File: config.mk
export PLATFORM = sky130hd
export DESIGN_NAME = score_display_driver
export DESIGN_NICKNAME = d
export VERILOG_FILES = /design/src/rtl/score_display_driver.sv
export SDC_FILE = /design/constraint.sdc
export NUM_CORES = 1
export LEC_CHECK = 0
export ABC_AREA = 0
export CAP_MARGIN = 0
export CORE_MARGIN = 1.5
export CORE_UTILIZATION = 48
export CTS_BUF_LIST = sky130_fd_sc_hd__clkbuf_4 sky130_fd_sc_hd__clkbuf_8 sky130_fd_sc_hd__clkbuf_16
export DETAILED_ROUTE_END_ITERATION = 12
export PLACE_DENSITY = 0.77
export SLEW_MARGIN = 30
export SYNTH_ARGS = -nofsm -noshare
export SYNTH_HDL_FRONTEND = slang
export SYNTH_SLANG_ARGS = --single-unit
File: constraint.sdc
create_clock -name clk_fpga -period 2 [get_ports clk_fpga]
set_input_delay 0.4 -clock clk_fpga [delete_from_list [all_inputs] [get_ports clk_fpga]]
set_output_delay 0.4 -clock clk_fpga [all_outputs]
set_load 0.01 [all_outputs]
File: src/rtl/score_display_driver.sv
// -----------------------------------------------------------------------------
// score_display_driver
// Takes the cricket game's score outputs and drives a 4-digit common-anode
// seven-segment display:
//   - digits 3..1 show runs (hundreds/tens/units, with leading-zero blanking)
//   - digit 0 shows wickets, or the winning team once the game is over.
// Runs are converted to BCD by a sequential double-dabble FSM. The FSM only
// publishes a fully converted result, so the display never shows a partial
// value.
//
// Ports
//   clk_fpga      in   system clock; all state changes on its rising edge
//   reset         in   asynchronous active-low reset
//   binaryRuns    in   [7:0] runs, 0..255
//   binaryWickets in   [3:0] wickets, 0..15 (10..15 shown as 'A')
//   inningOver    in   innings complete; lights digit 0 dp
//   gameOver      in   match complete; digit 0 shows winner, dp blinks
//   winner        in   0 = team 1, 1 = team 2
//   an            out  [3:0] digit enables, active-low, an[3] leftmost
//   seg           out  [6:0] segments {g,f,e,d,c,b,a}, active-low
//   dp            out  decimal point, active-low
//   conv_busy     out  high while a BCD conversion is running
// -----------------------------------------------------------------------------
module score_display_driver #(
  parameter int REFRESH_DIV = 100000,
  parameter int BLINK_DIV   = 25
) (
  input  logic       clk_fpga,
  input  logic       reset,
  input  logic [7:0] binaryRuns,
  input  logic [3:0] binaryWickets,
  input  logic       inningOver,
  input  logic       gameOver,
  input  logic       winner,
  output logic [3:0] an,
  output logic [6:0] seg,
  output logic       dp,
  output logic       conv_busy
);

  localparam int RW = (REFRESH_DIV > 1) ? $clog2(REFRESH_DIV) : 1;
  localparam int BW = $clog2(BLINK_DIV + 1);
  localparam logic [RW-1:0] REFRESH_LAST = RW'(REFRESH_DIV - 1);
  localparam logic [BW-1:0] BLINK_LAST   = BW'(BLINK_DIV - 1);

  localparam logic [1:0] ST_IDLE   = 2'd0;
  localparam logic [1:0] ST_LOAD   = 2'd1;
  localparam logic [1:0] ST_SHIFT  = 2'd2;
  localparam logic [1:0] ST_COMMIT = 2'd3;

  // ---------------------------------------------------------------------------
  // BCD conversion
  // ---------------------------------------------------------------------------
  logic [1:0]  r_state;
  logic [19:0] r_shreg;     // {hundreds, tens, units, binary}
  logic [2:0]  r_iter;
  logic [7:0]  r_last_runs;
  logic [3:0]  r_bcd_h;
  logic [3:0]  r_bcd_t;
  logic [3:0]  r_bcd_u;
  logic        r_conv_busy;
  logic [19:0] w_adj;

  // Add-3 correction on each BCD nibble before the shift.
  for (genvar gi = 0; gi < 3; gi++) begin : g_dabble
    assign w_adj[8+4*gi +: 4] = (r_shreg[8+4*gi +: 4] >= 4'd5)
                              ? r_shreg[8+4*gi +: 4] + 4'd3
                              : r_shreg[8+4*gi +: 4];
  end
  assign w_adj[7:0] = r_shreg[7:0];

  always_ff @(posedge clk_fpga or negedge reset) begin
    if (!reset) begin
      r_state     <= ST_IDLE;
      r_shreg     <= '0;
      r_iter      <= '0;
      r_last_runs <= '0;
      r_bcd_h     <= '0;
      r_bcd_t     <= '0;
      r_bcd_u     <= '0;
      r_conv_busy <= 1'b0;
    end else begin
      case (r_state)
        ST_IDLE: begin
          // Busy rises on the way into LOAD so it covers LOAD..COMMIT.
          if (binaryRuns != r_last_runs) begin
            r_state     <= ST_LOAD;
            r_conv_busy <= 1'b1;
          end
        end
        ST_LOAD: begin
          r_shreg     <= {12'd0, binaryRuns};
          r_last_runs <= binaryRuns;
          r_iter      <= '0;
          r_state     <= ST_SHIFT;
        end
        ST_SHIFT: begin
          r_shreg <= {w_adj[18:0], 1'b0};
          r_iter  <= r_iter + 3'd1;
          if (r_iter == 3'd7) begin
            r_state <= ST_COMMIT;
          end
        end
        ST_COMMIT: begin
          r_bcd_h     <= r_shreg[19:16];
          r_bcd_t     <= r_shreg[15:12];
          r_bcd_u     <= r_shreg[11:8];
          r_conv_busy <= 1'b0;
          r_state     <= ST_IDLE;
        end
        default: r_state <= ST_IDLE;
      endcase
    end
  end

  // ---------------------------------------------------------------------------
  // Refresh timing and blink
  // ---------------------------------------------------------------------------
  logic [RW-1:0] r_refresh_cnt;
  logic [1:0]    r_digit_idx;
  logic [BW-1:0] r_blink_cnt;
  logic          r_blink;
  logic          r_tick_d;   // digit_idx changed last cycle: latch new content
  logic          w_tick;

  assign w_tick = (r_refresh_cnt == REFRESH_LAST);

  always_ff @(posedge clk_fpga or negedge reset) begin
    if (!reset) begin
      r_refresh_cnt <= '0;
      r_digit_idx   <= '0;
      r_blink_cnt   <= '0;
      r_blink       <= 1'b0;
      r_tick_d      <= 1'b0;
    end else begin
      r_tick_d      <= w_tick;
      r_refresh_cnt <= w_tick ? '0 : r_refresh_cnt + RW'(1);
      if (w_tick) begin
        r_digit_idx <= r_digit_idx + 2'd1;
        if (r_digit_idx == 2'd3) begin
          if (r_blink_cnt == BLINK_LAST) begin
            r_blink_cnt <= '0;
            r_blink     <= ~r_blink;
          end else begin
            r_blink_cnt <= r_blink_cnt + BW'(1);
          end
        end
      end
    end
  end

  // ---------------------------------------------------------------------------
  // Digit content
  // ---------------------------------------------------------------------------
  function automatic logic [6:0] seg_code(input logic [3:0] d);
    case (d)
      4'd0:    seg_code = 7'b1000000;
      4'd1:    seg_code = 7'b1111001;
      4'd2:    seg_code = 7'b0100100;
      4'd3:    seg_code = 7'b0110000;
      4'd4:    seg_code = 7'b0011001;
      4'd5:    seg_code = 7'b0010010;
      4'd6:    seg_code = 7'b0000010;
      4'd7:    seg_code = 7'b1111000;
      4'd8:    seg_code = 7'b0000000;
      4'd9:    seg_code = 7'b0010000;
      4'hA:    seg_code = 7'b0001000;
      default: seg_code = 7'b1111111;
    endcase
  endfunction

  logic [3:0] w_digit;
  logic       w_blank;
  logic       w_dp;
  logic [6:0] w_seg;
  logic [3:0] w_an;

  always_comb begin
    w_digit = 4'd0;
    w_blank = 1'b0;
    w_dp    = 1'b1;
    case (r_digit_idx)
      2'd3: begin
        w_digit = r_bcd_h;
        w_blank = (r_bcd_h == 4'd0);
      end
      2'd2: begin
        w_digit = r_bcd_t;
        w_blank = (r_bcd_h == 4'd0) && (r_bcd_t == 4'd0);
      end
      2'd1: begin
        w_digit = r_bcd_u;
        w_dp    = 1'b0;
      end
      default: begin
        if (gameOver) begin
          w_digit = winner ? 4'd2 : 4'd1;
          w_dp    = r_blink;
        end else begin
          // 10 or more wickets reads as 'A' (all out).
          w_digit = (binaryWickets > 4'd9) ? 4'hA : binaryWickets;
          w_dp    = ~inningOver;
        end
      end
    endcase
  end

  assign w_seg = w_blank ? 7'b1111111 : seg_code(w_digit);
  assign w_an  = ~(4'b0001 << r_digit_idx);

  logic [3:0] r_an;
  logic [6:0] r_seg;
  logic       r_dp;

  // Outputs stay dark until the first digit switch after reset.
  always_ff @(posedge clk_fpga or negedge reset) begin
    if (!reset) begin
      r_an  <= 4'b1111;
      r_seg <= 7'h7F;
      r_dp  <= 1'b1;
    end else if (r_tick_d) begin
      r_an  <= w_an;
      r_seg <= w_seg;
      r_dp  <= w_dp;
    end
  end

  assign an        = r_an;
  assign seg       = r_seg;
  assign dp        = r_dp;
  assign conv_busy = r_conv_busy;

endmodule

# Yosys cells after proc, flatten, opt, wreduce, memory -nomap -nowiden
# Memories as Yosys holds them, arrays and structs flattened.
# Index checks and enable logic that the tools add are counted.
[op_classes]
add_sub_neg = 7
magnitude_cmp = 4
eq_ne = 12
shift = 1
n_mux = 20
n_bitwise = 3
reduce_logical = 11
[op_table]
columns = ["cell", "n"]
rows = [
  ["one-hot mux 20 bit (2 select lines)", 1],
  ["adder 17 x 1 -> 17 bit, second input constant", 1],
  ["== test 17 bit, second input constant", 1],
  ["2-to-1 mux 17 bit", 1],
  ["2-to-1 mux 4 bit", 4],
  ["greater-or-equal comparator 4 x 3 -> 1 bit, second input constant", 3],
  ["one-hot mux 4 bit (3 select lines)", 1],
  ["adder 4 x 2 -> 4 bit, second input constant", 2],
  ["== test 2 bit, second input constant", 4],
  ["zero test 4 bit", 2],
  ["inequality test 8 bit", 1],
  ["one-hot mux 2 bit (4 select lines)", 1],
  ["2-to-1 mux 7 bit", 1],
  ["2-to-1 mux 2 bit", 3],
  ["one-hot mux 1 bit (2 select lines)", 3],
  ["one-hot mux 3 bit (2 select lines)", 1],
  ["AND reduction 2 bit", 3],
  ["adder 5 x 1 -> 5 bit, second input constant", 1],
  ["== test 5 bit, second input constant", 1],
  ["2-to-1 mux 5 bit", 1],
  ["== test 2 x 1 -> 1 bit, second input constant", 2],
  ["greater-than comparator 4 bit, second input constant", 1],
  ["inequality test 2 bit, second input constant", 2],
  ["inverter 4 bit", 1],
  ["other kinds (13)", 16],
]
[word_totals]
regBits = 84
rom_bits = 112
in_bits = 17
output_inout_bits = 13
elab_cells = 75
n_memories = 1
[memory_table]
columns = ["name", "words", "word_bits", "rd", "rd_clocked_by_memory_dff", "write_ports", "line_no", "rtl"]
rows = [
  ["(name not given)", 16, 7, 1, 0, 0, "156", "case (d)"],
]

# Logic depth before layout (Yosys ltp)
# Gate-level depths: netlist of the first run.
# An unclocked memory read counts as a cell.
[logic_depth]
depth_word = 6
depth_mapped = 10
depth_no_buf = 10

# Least setup slack after synthesis of the first run
# OpenSTA, ideal clock, no wires.
[synth_path]
kind = "reg2reg"
startpoint = "register r_digit_idx[0]"
endpoint = "register r_seg[0], in the netlist seg[0]"
t_arrival_ns = 2.041
slack_ns = -0.114
path_stages_with_launch = 10
period_less_slack_ns = 2.114
path_cell_list = "dfrtp_1 -> inv_1 -> ha_1 -> clkbuf_1 -> mux2_2 -> inv_1 -> ha_1 -> nor2_1 -> a31o_2 -> a21oi_1"
[synth_between]
elab_chain_len = 4
word_cells_on_any_way = 7
cone_classes = "eq/ne: 3; mux: 3; memory: 1"
[synth_rtl]
columns = ["item", "line_no", "rtl"]
rows = [
  ["start: declaration", "120", "logic [1:0] r_digit_idx;"],
  ["start signal: assignment", "139", "r_digit_idx <= r_digit_idx + 2'd1;"],
  ["== test 2 x 1 -> 1 bit or == test 2 bit (tied branches)", "182", "case (r_digit_idx)"],
  ["one-hot mux 4 bit (3 select lines)", "182", ""],
  ["memory (16 x 7 bit)", "n/a", ""],
  ["2-to-1 mux 7 bit *", "208", "assign w_seg = w_blank ? 7'b1111111 : seg_code(w_digit);"],
  ["end signal: assignment", "223", "r_seg <= w_seg;"],
  ["end: declaration", "212", "logic [6:0] r_seg;"],
]
# Every way passes the cells marked *; elsewhere a longest branch is shown, timed or not.
# A chain may end at the register's enable or synchronous reset.

# Worst setup path in the final report of the first run
[layout_path]
startpoint = "register r_digit_idx[1]"
endpoint = "register r_seg[6], in the netlist seg[6]"
# Same word-level chain as after synthesis.

==> results of run 1 <==
## stage by stage
stage	TNS, ns	utilization, %	area, um^2	std cells
floorplan	0	-	4310	402
global placement	-1.05	56.6	4940	560
detailed placement	-1.50	56.6	4940	560
CTS	0	59.3	5170	576
global route	-0.298	60.9	5310	581
finish	0	60.9	5310	581
## layer usage
| layer | global-route usage (%) | vias to the layer above | part of all wire, % |
|---|---|---|---|
| li1 | - | 1547 | - |
| met1 | 23.3 | 1588 | 45 |
| met2 | 33.3 | 64 | 50 |
| met3 | 4.46 | 11 | 3.3 |
| met4 | 5.93 | 0 | 1.4 |
| met5 | 0 | - | 0 |
## logic make-up after synthesis
kind of cell | Yosys count | share of synthesized area, %
mux | 35 | 9.04
compound gates | 81 | 12.4
flops | 84 | 49.2
simple gates | 107 | 12.7
buf+inv | 42 | 3.89
fa+ha+maj | 24 | 6.97
xor+xnor | 29 | 5.90
## final timing paths
kind | start | to | slack, ns | cells past startpoint
min in group clk_fpga | dp | dp | 0.48 | 2
worst min register to register | dp | dp | 0.48 | 2
worst max register to register | r_digit_idx[1] | seg[6] | 0.006 | 9
worst min-delay path | reset | r_bcd_h[3] | 0.01 | 1
worst max-delay path | r_digit_idx[1] | seg[6] | 0.006 | 9
max in group asynchronous | reset | seg[0] | 1.33 | 2
## sequential cells by signal (all words and copies together), names as in the netlist, 2 cells and up
signal,cells
r_bcd_h,4
r_refresh_cnt,17
r_bcd_u,4
r_iter,3
r_state,2
r_shreg,20
an,4
r_last_runs,8
r_bcd_t,4
r_digit_idx,2
r_blink_cnt,5
seg,7
## cells in the mapped netlist (3+ instances only)
master | number | share of area, %
dfrtp_1 | 72 | 42
nor2_1 | 32 | 2.8
inv_1 | 29 | 2.5
mux2_2 | 25 | 6.5
o21ai_0 | 25 | 2.9
xnor2_1 | 25 | 5.1
ha_1 | 24 | 7.0
a21oi_1 | 20 | 2.3
nand2_1 | 20 | 1.7
nand3_1 | 15 | 1.7
dfstp_2 | 12 | 7.3
clkbuf_1 | 8 | 0.70
mux2i_1 | 8 | 1.9
nor3_1 | 8 | 0.93
o22ai_1 | 6 | 0.87
and3_1 | 5 | 0.73
nand2b_1 | 5 | 0.73
nand4_1 | 4 | 0.58
o22a_1 | 4 | 0.81
xor2_1 | 4 | 0.81
a222oi_1 | 3 | 0.70
nor2b_1 | 3 | 0.44
## final cells by class
type	instances	area share, %
multi-input combinational	276	40.3
sequential	84	39.9
inverter	29	2.05
tap	108	2.54
timing repair buffer	68	11.2
clock buffer	12	3.53
clock inverter	4	0.518
## where the power goes
part | switching (mW) | internal [mW] | leakage (nW)
Sequential | 0.178 | 1.97 | 1.06
Combinational | 0.795 | 0.774 | 1.15
Clock | 0.594 | 0.637 | 0.113
## what timing repair did
item	in CTS	in global routing
buffers inserted	0	5
pin swaps	1	11
setup endpoints to repair	5	7
gates resized for setup	6	21
gates cloned	0	0
==> out/results.ini, run 1 <==
[run_status]
outcome = complete, no violations

[worst_setup_path]
critical_path_buf_inv_count = 2
worstPathRequired_ns = 2.27
cp-start-kind = flip-flop
cp_cell_sequence = buf_4 -> ha_4 -> a222oi_1 -> mux2_4 -> inv_2 -> ha_4 -> a21o_4 -> nor3_4 -> a311oi_2
crit_top_cell = ha_4
worst-path-max-fanout = 5
crit_path_end_kind = flip-flop
critPathTopFamily = compound AO/OA/AOI/OAI gates
critPathKind = reg2reg
crit_arrival_ns = 2.27
slowest_stage = dfrtp_1
max_stage_delay_ns = 0.43

[placed_design]
place_congestion = 0.868
dpl_worst_slack_ns = -0.291
hpwl_um = 6310
port-buffer-count = 29

[sta]
setup_viol = 0
post-route-min-period_ns = 1.99
fin_crit_sh_pct = 99.7
slew_headroom_pct = 60.6
slew_viol_final = 0
tightest_slew_ns = 0.591
clock.fmax_ghz = 0.501
hold_viol = 0
timing.final.ws_setup_ns = 0.00557
hold_slack_ns = 0.0121
skew_ns = 0.0138
grt_setup_unrepaired = true

[die]
rows = 34
coreArea_um2 = 8720
fp.dieH_um = 97.7
initial_core_util_pct = 49.4
die_x_um = 97.7
die_area_um2 = 9550
ios = 30

[drt]
wirelength_um = 8770
drc = 0
ant_nets = 0
drt-wirelength-per-cell_um = 15.1
viasPerCell = 5.52
drt_iter0_drc = 136
dr.pass1.iters = 4
vias = 3210

[yosys]
postSynthAreaPerCell_um2 = 10.7
synth_cells = 402
synth-main-ff-cell = dfrtp_1
seq_area_frac_synth_pct = 49.2
synth_edf_count = 0
synthesis.nets = 443
ys_ff_latch = 84
synth_warnings = 0
synthesis.area_um2 = 4310
synth.distinct_cells = 55
async_reset_ff_share_pct = 100

[cts]
cts_root_buf = clkbuf_8
cts.clk_slew.worst_paths_ns = 0.09
hold_buffers = 0
clkLatencyLatePin_ns = 0.35
clockBufferDepth = 2
h-tree-depth = 3
cts_tree = done
numClockSinks = 84
numCtsBuffers = 9

[global_routing]
grt_usage_pct = 19.0
gr-total-overflow = 0
antenna_found_initial = 0
grt_max_degree = 40
grt_pass1_wl_um = 14700
grt_pass1_vias = 3265

[final_layout]
layout_commonest_cell = dfrtp_1
final_cell_mix = dfrtp_1, buf_4, nor2_1, clkdlybuf4s50_1, inv_1
drive_above_1_share_pct = 24.9
register_area_um2 = 2120
fill_cells = 706
area_delta_synth_final_pct = 23.4
multi_input_area_um2 = 2140
final_nets = 509
diodes = 0

[worst_hold_path]
hp-class = in2async

[job]
max_cap_viol_count = 0

[power]
power.leakage_nw = 2.32
power_mw = 4.95
ir_worst_vdd_mv = 0.634
power_density_nw_per_um2 = 931

No activity file was read; power rests on OpenSTA's default activity.
==> run 2, diff against run 1 <==
CELL_PAD_IN_SITES_DETAIL_PLACEMENT = 1   (was default)
CELL_PAD_IN_SITES_GLOBAL_PLACEMENT = 1   (was default)
CORE_UTILIZATION = 42   (was 48)
GPL_ROUTABILITY_DRIVEN = 0   (was default)
PLACE_DENSITY = 0.82   (was 0.77)
==> run 2 against run 1 <==
Against the previous run:
- the flow now finishes with violations (negative setup slack)
- design area increased by 1.6%
- total power up 5.8%
- critical path depth is 2 lower
- first-iteration DRC count decreased by 27%
- final cell count rose by 3.6%
- count of clock-buffer cells in the layout down 2
- die area increased by 14%
- setup slack worse by 0.11 ns
- register-to-register slack got worse by 0.11 ns
- global-route usage is 1.3 points higher
- sequential power about the same
==> out/results.ini, run 2 (synthesis gave the netlist of run 1 again) <==
[placed_design]
dpl_worst_slack_ns = -0.280  ; was -0.291 ns
hpwl_um = 7050  ; was 6310 um
placement.cell_area_um2 = 4940  ; about the same
port-buffer-count = 29  ; unchanged
dp_cells = 581  ; was 560

[cts]
cts_tree = done  ; unchanged
numCtsBuffers = 9  ; unchanged
clockBufferDepth = 2  ; unchanged
h-tree-depth = 3  ; unchanged
clkLatencyLatePin_ns = 0.35  ; about the same
numClockSinks = 84  ; unchanged
cts_root_buf = clkbuf_8  ; unchanged
cts.clk_slew.worst_paths_ns = 0.09  ; about the same

[drt]
vias = 3261  ; was 3,210
viasPerCell = 5.42  ; was 5.52
dr.pass1.iters = 4  ; unchanged
drt-wirelength-per-cell_um = 17.8  ; was 15.1 um
wirelength_um = 10700  ; was 8770 um
drc = 0  ; unchanged
drt_iter0_drc = 99  ; was 136
ant_nets = 0  ; unchanged

[die]
initial_core_util_pct = 43.7  ; was 49.4%
rows = 36  ; was 34
die_area_um2 = 10900  ; was 9550 um^2
die_x_um = 104  ; was 97.7 um
coreArea_um2 = 9860  ; was 8720 um^2
fp.dieH_um = 104  ; was 97.7 um
ios = 30  ; unchanged

[worst_setup_path]
worst-path-max-fanout = 5  ; unchanged
crit_path_end_kind = flip-flop  ; unchanged
slowest_stage = dfrtp_2  ; was dfrtp_1
cp_cell_sequence = ha_4 -> buf_6 -> a222oi_1 -> mux2i_4 -> nor2_4 -> nor3_4 -> a311oi_2  ; was buf_4 -> ha_4 -> a222oi_1 -> mux2_4 -> inv_2 -> ha_4 -> a21o_4 -> nor3_4 -> a311oi_2
critPathKind = reg2reg  ; unchanged
cp-start-kind = flip-flop  ; unchanged
rrSetupSlack_ns = -0.10  ; was 0.006 ns
max_stage_delay_ns = 0.49  ; was 0.43 ns
worstPathRequired_ns = 2.25  ; was 2.27 ns
crit_arrival_ns = 2.35  ; was 2.27 ns

[final_layout]
layout_commonest_cell = dfrtp_1  ; unchanged
fin_cells = 602  ; was 581
largest-register = r_shreg  ; unchanged
post-route-cell-area_um2 = 5400  ; was 5310 um^2
reg_top3 = r_shreg: 20 flops, r_refresh_cnt: 17 flops, r_last_runs: 8 flops  ; unchanged
fill_cells = 1045  ; was 706
largest_register_ffs = 20  ; unchanged
final_util_pct = 54.8  ; was 60.9%
drive_above_1_share_pct = 25.6  ; was 24.9%
diodes = 0  ; unchanged
final_nets = 505  ; was 509
area_delta_synth_final_pct = 25.4  ; was 23.4%
final_cell_mix = dfrtp_1, buf_4, nor2_1, clkdlybuf4s50_1  ; was dfrtp_1, buf_4, nor2_1, clkdlybuf4s50_1, inv_1

[power]
power_mw = 5.23  ; was 4.95 mW
power_density_nw_per_um2 = 968  ; was 931 nW/um^2
power.leakage_nw = 2.33  ; was 2.32 nW
ir_worst_vdd_mv = 0.809  ; was 0.634 mV

[sta]
fin_crit_sh_pct = 105  ; was 99.7%
slew_headroom_pct = 56.0  ; was 60.6%
tightest_slew_ns = 0.660  ; was 0.591 ns
timing.final.ws_setup_ns = -0.105  ; was 0.00557 ns
skew_ns = 0.0116  ; was 0.0138 ns
tns_ns = -0.392  ; was 0 ns
hold_slack_ns = 0.0586  ; was 0.0121 ns
setup_viol = 6  ; was 0
slew_viol_final = 0  ; unchanged
hold_viol = 0  ; unchanged
post-route-min-period_ns = 2.10  ; was 1.99 ns
clock.fmax_ghz = 0.475  ; was 0.501 GHz
grt_setup_unrepaired = true  ; unchanged

[global_routing]
grt_pass1_wl_um = 17700  ; was 14,700 um
grt_max_degree = 85  ; was 40
antenna_found_initial = 0  ; unchanged
gr-total-overflow = 0  ; unchanged
grt_pass1_vias = 3607  ; was 3,265
grt_usage_pct = 20.3  ; was 19.0%

[job]
max_cap_viol_count = 0  ; unchanged

[run_status]
outcome = finished, violations left  ; was complete, no violations
violations = negative setup slack

[worst_hold_path]
hp-class = in2async  ; unchanged

-- run 2: cell type report --
class | count | area (um^2) | share of cell area (%)
clock buffers | 10 | 131 | 2.43
repair buffers | 64 | 574 | 10.6
flip-flops and latches | 84 | 2120 | 39.2
inverters | 29 | 114 | 2.11
well taps | 133 | 166 | 3.08
clock inverters | 6 | 111 | 2.06
multi-input cells | 276 | 2180 | 40.4
-- run 2: metal layers --
| metal | share of wire, % | track usage, % | vias to the layer above |
|---|---|---|---|
| li1 | - | - | 1541 |
| met1 | 44 | 25.0 | 1656 |
| met2 | 52 | 36.3 | 48 |
| met3 | 2.0 | 3.13 | 16 |
| met4 | 2.0 | 6.75 | 0 |
| met5 | 0 | 0 | - |
-- run 2: worst paths after layout --
path,cells after the start,to,startpoint
max in group asynchronous,2,seg[6],reset
hold reg to reg,1,r_blink,r_blink
setup reg to reg,7,seg[6],r_digit_idx[0]
min in group clk_fpga,1,r_blink,r_blink
hold / removal,2,r_shreg[18],reset
setup / recovery,7,seg[6],r_digit_idx[0]
-- run 2: what timing repair did --
action | CTS | global route
setup buffers | 4 | 1
pin swaps | 11 | 7
gates cloned | 0 | 0
hold buffers | 0 | 0
setup endpoints to repair | 7 | 7
resized for setup | 36 | 3
-- run 2: power by group --
group / total [mW] / internal (mW) / switching [mW]
Sequential: 2.16 / 1.97 / 0.191
Clock: 1.49 / 0.847 / 0.638
Combinational: 1.59 / 0.725 / 0.861
Total: 5.23 / 3.54 / 1.69
-- run 2: worst max-delay path: cells and delay by family, from the launching register on --
family                   cells  cell delay [ns]
adder cells (fa/ha/maj)      1             0.21
multiplexers                 1             0.19
flip-flops                   1             0.49
AND/OR/NAND/NOR              2             0.28
buffers and inverters        1             0.11
AO/OA/AOI/OAI                2             0.73
